### config.mk
export PLATFORM = sky130hd
export DESIGN_NAME = rgb_pattern_ctrl
export DESIGN_NICKNAME = d
export VERILOG_FILES = /design/src/rtl/rgb_pattern_ctrl.sv
export SDC_FILE = /design/constraint.sdc
export NUM_CORES = 1
export LEC_CHECK = 0
export ABC_AREA = 0
export BUFFER_PORTS_ARGS = -buffer_cell sky130_fd_sc_hd__buf_2
export CORE_ASPECT_RATIO = 1.25
export CORE_MARGIN = 1
export CORE_UTILIZATION = 65
export DETAILED_ROUTE_END_ITERATION = 16
export PLACE_DENSITY = 0.85
export SYNTH_ARGS = -nofsm -noshare
export SYNTH_HDL_FRONTEND = slang
export SYNTH_SLANG_ARGS = --single-unit
export TNS_END_PERCENT = 20
### constraint.sdc
create_clock -name iCLOCK -period 3.3 [get_ports iCLOCK]
set_input_delay 0.165 -clock iCLOCK [delete_from_list [all_inputs] [get_ports iCLOCK]]
set_output_delay 0.165 -clock iCLOCK [all_outputs]
set_load 0.01 [all_outputs]
### src/rtl/rgb_pattern_ctrl.sv
// Button-driven colour pattern source: debounced mode stepping plus registered
// R/G/B intensities. Define RGB_PATTERN_GAMMA_EN to apply (v*v + v) >> 8 per channel.
`timescale 1ns/1ps

module rgb_pattern_ctrl #(
    parameter int DEBOUNCE_CYCLES = 240_000,
    parameter int STEP_CYCLES     = 60_000
) (
    input  logic       iCLOCK,
    input  logic       iRESET,
    input  logic       iBUTTON_n,
    output logic [7:0] oR,
    output logic [7:0] oG,
    output logic [7:0] oB,
    output logic [1:0] oMODE,
    output logic       oUPDATE
);

    localparam int DB_W = $clog2(DEBOUNCE_CYCLES + 1);
    localparam int ST_W = $clog2(STEP_CYCLES);

    typedef enum logic [1:0] {
        RAINBOW = 2'd0,
        BREATHE = 2'd1,
        BLINK   = 2'd2,
        OFF     = 2'd3
    } mode_t;

    logic            r_sync1, r_sync2, r_stable, r_press;
    logic [DB_W-1:0] r_db_cnt;
    mode_t           r_mode, w_mode_next;
    logic [ST_W-1:0] r_step;
    logic [10:0]     r_phase;
    logic [7:0]      r_level;
    logic            r_dir_up;
    logic            r_evt;
    logic            w_tick;
    logic [7:0]      w_r, w_g, w_b;
    logic [2:0]      w_sector;
    logic [7:0]      w_frac;

    // NOTE: sequential state uses non-blocking assignments so every flop samples pre-edge values.
    always_ff @(posedge iCLOCK) begin
        if (iRESET) begin
            r_sync1  <= 1'b1;
            r_sync2  <= 1'b1;
            r_stable <= 1'b1;
            r_db_cnt <= '0;
            r_press  <= 1'b0;
        end else begin
            r_sync1 <= iBUTTON_n;
            r_sync2 <= r_sync1;
            r_press <= 1'b0;
            if (r_sync2 == r_stable) begin
                r_db_cnt <= '0;
            end else if (r_db_cnt == DB_W'(DEBOUNCE_CYCLES - 1)) begin
                r_db_cnt <= '0;
                r_stable <= r_sync2;
                r_press  <= ~r_sync2;   // only the press (1->0) flip is an event
            end else begin
                r_db_cnt <= r_db_cnt + 1'b1;
            end
        end
    end

    always_ff @(posedge iCLOCK) begin
        if (iRESET) r_mode <= RAINBOW;
        else        r_mode <= w_mode_next;
    end

    // NOTE: combinational blocks assign a default first so no path leaves a latch.
    always_comb begin
        w_mode_next = r_mode;
        if (r_press) begin
            unique case (r_mode)
                RAINBOW: w_mode_next = BREATHE;
                BREATHE: w_mode_next = BLINK;
                BLINK:   w_mode_next = OFF;
                OFF:     w_mode_next = RAINBOW;
            endcase
        end
    end

    assign w_tick = (r_step == ST_W'(STEP_CYCLES - 1));

    // A press restarts the animation and suppresses any coincident step.
    always_ff @(posedge iCLOCK) begin
        if (iRESET || r_press) begin
            r_step   <= '0;
            r_phase  <= '0;
            r_level  <= '0;
            r_dir_up <= 1'b1;
        end else if (w_tick) begin
            r_step  <= '0;
            r_phase <= (r_phase == 11'd1535) ? 11'd0 : r_phase + 11'd1;
            if (r_dir_up) begin
                r_level <= r_level + 8'd1;
                if (r_level == 8'd254) r_dir_up <= 1'b0;
            end else begin
                r_level <= r_level - 8'd1;
                if (r_level == 8'd1) r_dir_up <= 1'b1;
            end
        end else begin
            r_step <= r_step + 1'b1;
        end
    end

    assign w_sector = r_phase[10:8];
    assign w_frac   = r_phase[7:0];

    always_comb begin
        w_r = 8'd0;
        w_g = 8'd0;
        w_b = 8'd0;
        unique case (r_mode)
            RAINBOW: begin
                case (w_sector)
                    3'd0:    begin w_r = 8'd255;          w_g = w_frac;          end
                    3'd1:    begin w_r = 8'd255 - w_frac; w_g = 8'd255;          end
                    3'd2:    begin w_g = 8'd255;          w_b = w_frac;          end
                    3'd3:    begin w_g = 8'd255 - w_frac; w_b = 8'd255;          end
                    3'd4:    begin w_r = w_frac;          w_b = 8'd255;          end
                    3'd5:    begin w_r = 8'd255;          w_b = 8'd255 - w_frac; end
                    default: begin w_r = 8'd255;                                 end
                endcase
            end
            BREATHE: begin
                w_r = r_level;
                w_g = r_level;
                w_b = r_level;
            end
            BLINK: begin
                w_r = r_phase[8] ? 8'd0 : 8'd255;
                w_g = w_r;
                w_b = w_r;
            end
            OFF: begin
                w_r = 8'd0;
            end
        endcase
    end

`ifdef RGB_PATTERN_GAMMA_EN
    function automatic logic [7:0] f_shape(input logic [7:0] v);
        logic [15:0] sq;
        sq = {8'd0, v} * {8'd0, v} + {8'd0, v};
        return sq[15:8];
    endfunction
`else
    function automatic logic [7:0] f_shape(input logic [7:0] v);
        return v;
    endfunction
`endif

    // Outputs trail the state by one cycle; r_evt delays the strobe to match.
    always_ff @(posedge iCLOCK) begin
        if (iRESET) begin
            r_evt   <= 1'b0;
            oR      <= 8'd255;
            oG      <= 8'd0;
            oB      <= 8'd0;
            oMODE   <= 2'd0;
            oUPDATE <= 1'b0;
        end else begin
            r_evt   <= w_tick | r_press;
            oR      <= f_shape(w_r);
            oG      <= f_shape(w_g);
            oB      <= f_shape(w_b);
            oMODE   <= r_mode;
            oUPDATE <= r_evt;
        end
    end

endmodule

# Word-level counts from Yosys, hierarchy flattened

Cells that the tools add are included.

Output and inout bits: 27
Register bits: 88
Bits of input ports: 3

Equality and inequality tests: 14
Bitwise operators: 4
Add/sub/neg operators: 6
Reduce and logical (&&, ||, !) cells: 10
Muxes and demuxes: 13

Operator list:

| cell                  | number |
|---|---|
| $pmux 8 s3            | 5 |
| $pmux 8 s4            | 1 |
| $add 18x1->18 const B | 1 |
| $eq 18x18->1 const B  | 1 |
| $add 16x1->16 const B | 1 |
| $eq 16x16->1 const B  | 1 |
| $mux 8                | 2 |
| $add 11x1->11 const B | 1 |
| $eq 11x11->1 const B  | 1 |
| $mux 11               | 1 |
| $add 8x1->8 const B   | 1 |
| $eq 8x1->1 const B    | 1 |
| $eq 8x8->1 const B    | 1 |
| $pmux 2 s4            | 1 |
| $reduce_or 2->1       | 4 |
| $sub 8x1->8 const B   | 1 |
| $sub 8x8->8 const A   | 1 |
| $eq 3x2->1 const B    | 2 |
| $eq 3x3->1 const B    | 2 |
| $reduce_or 3->1       | 2 |
| $eq 2x2->1 const B    | 2 |
| $eq 3x1->1 const B    | 1 |
| $logic_not 3->1       | 1 |
| $mux 1                | 3 |
| 7 further kinds       | 9 |

# Longest topological paths before layout

Word-level depth: 4
Mapped depth: 8
Depth with buffers taken out: 6

# Least setup slack after synthesis

No wires, ideal clock.

Path kind: reg2reg
Start point: register r_phase[10]
End point: register oR[0]
Library setup time: 0.139 ns
Cell stages (with the launch flop): 9
Data required time: 3.161 ns
Setup slack: 1.483 ns
Buffers on the path: 3
Arrival: 1.678 ns
Cells stage by stage: dfxtp_1 > clkinv_1 > clkbuf_1 > ha_1 > clkbuf_1 > nand2b_1 > and3_1 > clkbuf_1 > a22oi_1

Longest elaborated chain between the ends: 4

Ends and longest elaborated chain:

| element                   | line | RTL |
|---|---|---|
| start, declared           | 33   | `logic [10:0] r_phase;` |
| start signal, assigned    | 95   | `r_phase <= (r_phase == 11'd1535) ? 11'd0 : r_phase + 11'd1;` |
| $eq 3x2->1                | 117  | `case (w_sector)` |
| $reduce_or 2->1 (no line) | n/a  |  |
| $pmux 8 s3 *              | 117  |  |
| $pmux 8 s4 *              | 115  | `unique case (r_mode)` |
| end signal, assigned      | 166  | `oR <= f_shape(w_r);` |
| end, declared             | 12   | `output logic [7:0] oR,` |

Mark *: on every way between the ends. The rest lies on a longest branch, timed or not.
A chain may end at the register's enable or synchronous reset.

# Worst setup path in the final report

Start point: register r_phase[8]
End point: register r_phase[5]

Longest elaborated chain between the ends: 2

Ends and longest elaborated chain:

| element      | line |
|---|---|
| $eq 11x11->1 | 95 |
| $mux 11      | 95 |

Every way passes these cells.

==> impl_summary.md <==
Run status
The flow ran to the end, and the final reports show no timing, DRC or antenna violations.

Logic synthesis
The count of yosys warnings during synthesis is 0. In the synthesized netlist the dominant register cell turns out to be sky130_fd_sc_hd__dfxtp_1. The number of synthesized register bits is 88. Synthesis produced a netlist whose cell count is 511. The post-synthesis net count is 526. A synthesized cell averages 8.28 um2. In this run, distinct cell masters in the synthesized netlist total 51. The sequential area share after synthesis is 41.6%. The synthesized area is 4230 um2.

The share of flip-flops with an asynchronous set or reset after synthesis is 0%. The number of enable-type register cells in the synthesized netlist is 0.

Power
For this design the static power due to leakage is 0.00156 uW. In this run the power density over the cells is 426 nW/um2. The switching portion of total power is 21.3%.

The worst vdd rail ir drop is 0.000268 V. The share of total power dissipated in the clock network is 41.2%. The internal portion of the total power is 1530 uW. Of the total power, registers draw 56.0%. The share of total power dissipated in combinational logic is 2.8%. The switching power summed over all nets is 413 uW.

CTS
The H-tree was split into 3 levels. Once the clock tree was built, the setup fixing pass inserted 0 buffers. The maximum clock path buffer count is 2. The tree built by TritonCTS fans out to 88 sinks.

Post-CTS repair changed the size of 0 cells. Clock-pin slew was measured on the worst setup and hold paths at 0.09 ns. The worst-skew pair later-pin latency is 0.36 ns. The number of CTS-inserted buffers is 9. TritonCTS built the clock tree. The clock tree root buffer cell is sky130_fd_sc_hd__clkbuf_8.

Min path
The start point of the worst hold path is iRESET. The worst min-delay path class is in2reg. The worst hold path was traced through 2 stages. The path with the worst hold slack has its endpoint at oMODE[1]$_SDFF_PP0_.

Route
The final route contains 3810 vias. The first-pass detailed-route iteration total is 8. The count of antenna-violating nets left after detailed routing is 0. The DRC violations left is 0. The total detailed-routing wirelength is 9.62 mm.

The detail-routed via count per cell is 6.29. Dividing the detail-routed wire length by the instance count gives 15.9 um. For this block, the initial DRC count from the detailed router was 461.

Floorplan
The number of rows created at floorplan is 32. The starting utilization of the core area is 67.7%. The placeable core area is 6250 um2.

The width of the die is 74.2 um. The top-level I/O count is 30. The vertical die dimension is 92.2 um. The die covers 6840 um2.

Worst setup path
In this run the worst path has a maximum fanout of 32. The critical register-to-register path startpoint is r_phase[8]$_SDFFE_PP0P_. The data arrival time at the worst-slack endpoint is 2.76 ns. The worst register-to-register path ends at r_phase[5]$_SDFFE_PP0P_.

The number of cell instances on the worst register-to-register path is 4. The master of the slowest instance on the critical path is sky130_fd_sc_hd__dfxtp_1. In this run the register-to-register setup slack is 0.80 ns.

The critical path endpoint category is a flip-flop. The number of buffers and inverters on the critical path is 0. The worst stage delay on the critical path is 0.95 ns. The kind of cell with the highest combined delay on the critical path is compound AO/OA/AOI/OAI gates. The worst setup path is of the reg2reg kind. The worst setup path is launched from a flip-flop. Data on the critical path is required at its endpoint by 3.56 ns. The critical path goes through nand3_1, o41ai_2, o22ai_1, a22o_1.

Final layout
The fraction of layout cells with a size suffix above 1 is 11.3%. The utilization of the core after routing is 73.0%. The number of cells in the finished layout apart from fillers is 606.

The final layout contains 533 nets. The count of antenna diodes in the layout is 0. From synthesis to final layout, the design area changed by 7.78%.

Global routing
The initial antenna violation count is 0. The first global-routing pass estimated 16.1 mm of wire. The number of global-route vias before repair was 3562.

The remaining global-route overflow is 0. The pin count of the biggest net entering global routing is 33. The global-route usage over all layers is 30.4%.

Timing
The final worst-path cycle share is 75.7%. The routed design could run at a clock period as short as 2.50 ns. Setup repair after global routing left no endpoint under its margin. The clock arrives with 0.0130 ns of skew. Static timing analysis puts the maximum clock frequency at 400 MHz. At the pin with the least slew margin, the transition time is 0.944 ns. Setup total negative slack on the finished layout was measured at 0 ns. Setup violations remaining at the end of the flow were counted as 0.

The final max-slew violation count is 0. The worst-case headroom to the max-slew limit is 37.0%. The number of failing hold endpoints at the final stage was 0.

Placement
The final weighted congestion in routability-driven placement is 0.888. The post-detailed-placement half-perimeter wirelength is 6.36 mm. After detailed placement, the design holds a cell count of 591. In this run the tool buffered the top-level ports with 29 buffer cells.

Job
The number of maximum-capacitance constraint violations is 0.
cell usage after synthesis, types with 9 or more instances:
cell	number	share of area [%]
sky130_fd_sc_hd__dfxtp_1	88	42
sky130_fd_sc_hd__nor2_1	61	5.4
sky130_fd_sc_hd__a21oi_1	51	6.0
sky130_fd_sc_hd__o21ai_0	35	4.1
sky130_fd_sc_hd__nand2_1	27	2.4
sky130_fd_sc_hd__clkbuf_1	20	1.8
sky130_fd_sc_hd__inv_1	17	1.5
sky130_fd_sc_hd__nand3_1	17	2.0
sky130_fd_sc_hd__xnor2_1	17	3.5
sky130_fd_sc_hd__nand4_1	14	2.1
sky130_fd_sc_hd__ha_1	12	3.5
sky130_fd_sc_hd__and3_1	11	1.6
sky130_fd_sc_hd__nor3_1	11	1.3
sky130_fd_sc_hd__xor2_1	10	2.1
sky130_fd_sc_hd__a22oi_1	9	1.6
metrics by stage:
| step | cell area [um2] | setup WS, ns | power (uW) | hold WS [ns] |
|---|---|---|---|---|
| 2_1_floorplan | 4230 | 1.48 | 1150 | 0.269 |
| 3_5_place_dp | 4340 | 0.874 | 1160 | 0.355 |
| 4_1_cts | 4560 | 0.861 | 1940 | 0.117 |
| 6_report | 4560 | 0.801 | 1940 | 0.111 |
| 5_1_grt | 4560 | 0.625 | 2000 | 0.135 |
| 3_3_place_gp | 4340 | 0.937 | 1160 | 0.347 |
cell type report:
type | count | area [um2]
clock inverters | 4 | 70.1
clock buffers | 10 | 138
inverters | 18 | 67.6
well taps | 85 | 106
multi-input cells | 370 | 2250
flip-flops and latches | 88 | 1760
fillers | 495 | 1690
repair buffers | 31 | 163
power by group through the flow:
stage	logic (uW)	registers, uW	clock network (uW)
3_3_place_gp	50.0	1110	0
4_1_cts	53.6	1090	804
5_1_grt	60.4	1090	847
3_5_place_dp	52.1	1110	0
2_1_floorplan	49.4	1100	0
6_report	54.4	1090	799
cells in the final DEF (no fill, tap or decap), drive strengths merged, types with 12 or more instances in the layout:
cell type  count
dfxtp         88
inv           17
nand3         17
a21oi         51
ha            12
xnor2         17
nand2         27
nor2          61
nand4         15
o21ai         35
buf           30
cell families (layout without fill, tap and decap cells):
kind of cell / count (synthesis) / in the layout / synth area share, %
AND/OR/NAND/NOR: 193 / 193 / 23.9
AO/OA/AOI/OAI: 134 / 134 / 19.3
flip-flops: 88 / 88 / 41.6
buffers and inverters: 53 / 63 / 5.09
XOR/XNOR: 27 / 27 / 5.59
adder cells (fa/ha/maj): 12 / 12 / 3.55
multiplexers: 4 / 4 / 0.946
flip-flops by register name (all words and copies together) (netlist names), 2 cells and up:
| name | count |
|---|---|
| r_mode | 2 |
| oR | 8 |
| r_phase | 11 |
| oMODE | 2 |
| r_step | 16 |
| r_level | 8 |
| oG | 8 |
| r_db_cnt | 18 |
| oB | 8 |
repair_timing:
action | 4_1_cts | 5_1_grt
hold endpoints to repair | 1 | 0
setup endpoints to repair | 0 | 0
hold buffers | 1 | 0
metal layers:
metal	vias to the layer above	share of wire, %	wire length, um	global-route usage, %
met4	0	4.2	406	18.4
met1	1774	40	3880	36.3
met5	-	0	0	0
li1	1850	-	-	-
met3	45	5.9	571	5.60
met2	141	50	4770	49.2
worst max-delay path by stage:
stage,startpoint,endpoint,slack (ns),depth (start not counted)
3_3_place_gp,r_phase[8]$_SDFFE_PP0P_,r_phase[7]$_SDFFE_PP0P_,0.94,4
6_report,r_phase[8]$_SDFFE_PP0P_,r_phase[5]$_SDFFE_PP0P_,0.80,4
3_5_place_dp,r_phase[8]$_SDFFE_PP0P_,r_phase[7]$_SDFFE_PP0P_,0.87,4
5_1_grt,r_phase[8]$_SDFFE_PP0P_,r_phase[7]$_SDFFE_PP0P_,0.62,4
2_1_floorplan,r_phase[10]$_SDFFE_PP0P_,oR[0]$_SDFF_PP1_,1.48,8
4_1_cts,r_phase[8]$_SDFFE_PP0P_,r_phase[7]$_SDFFE_PP0P_,0.86,4
Power figures use the tool's default switching activity.
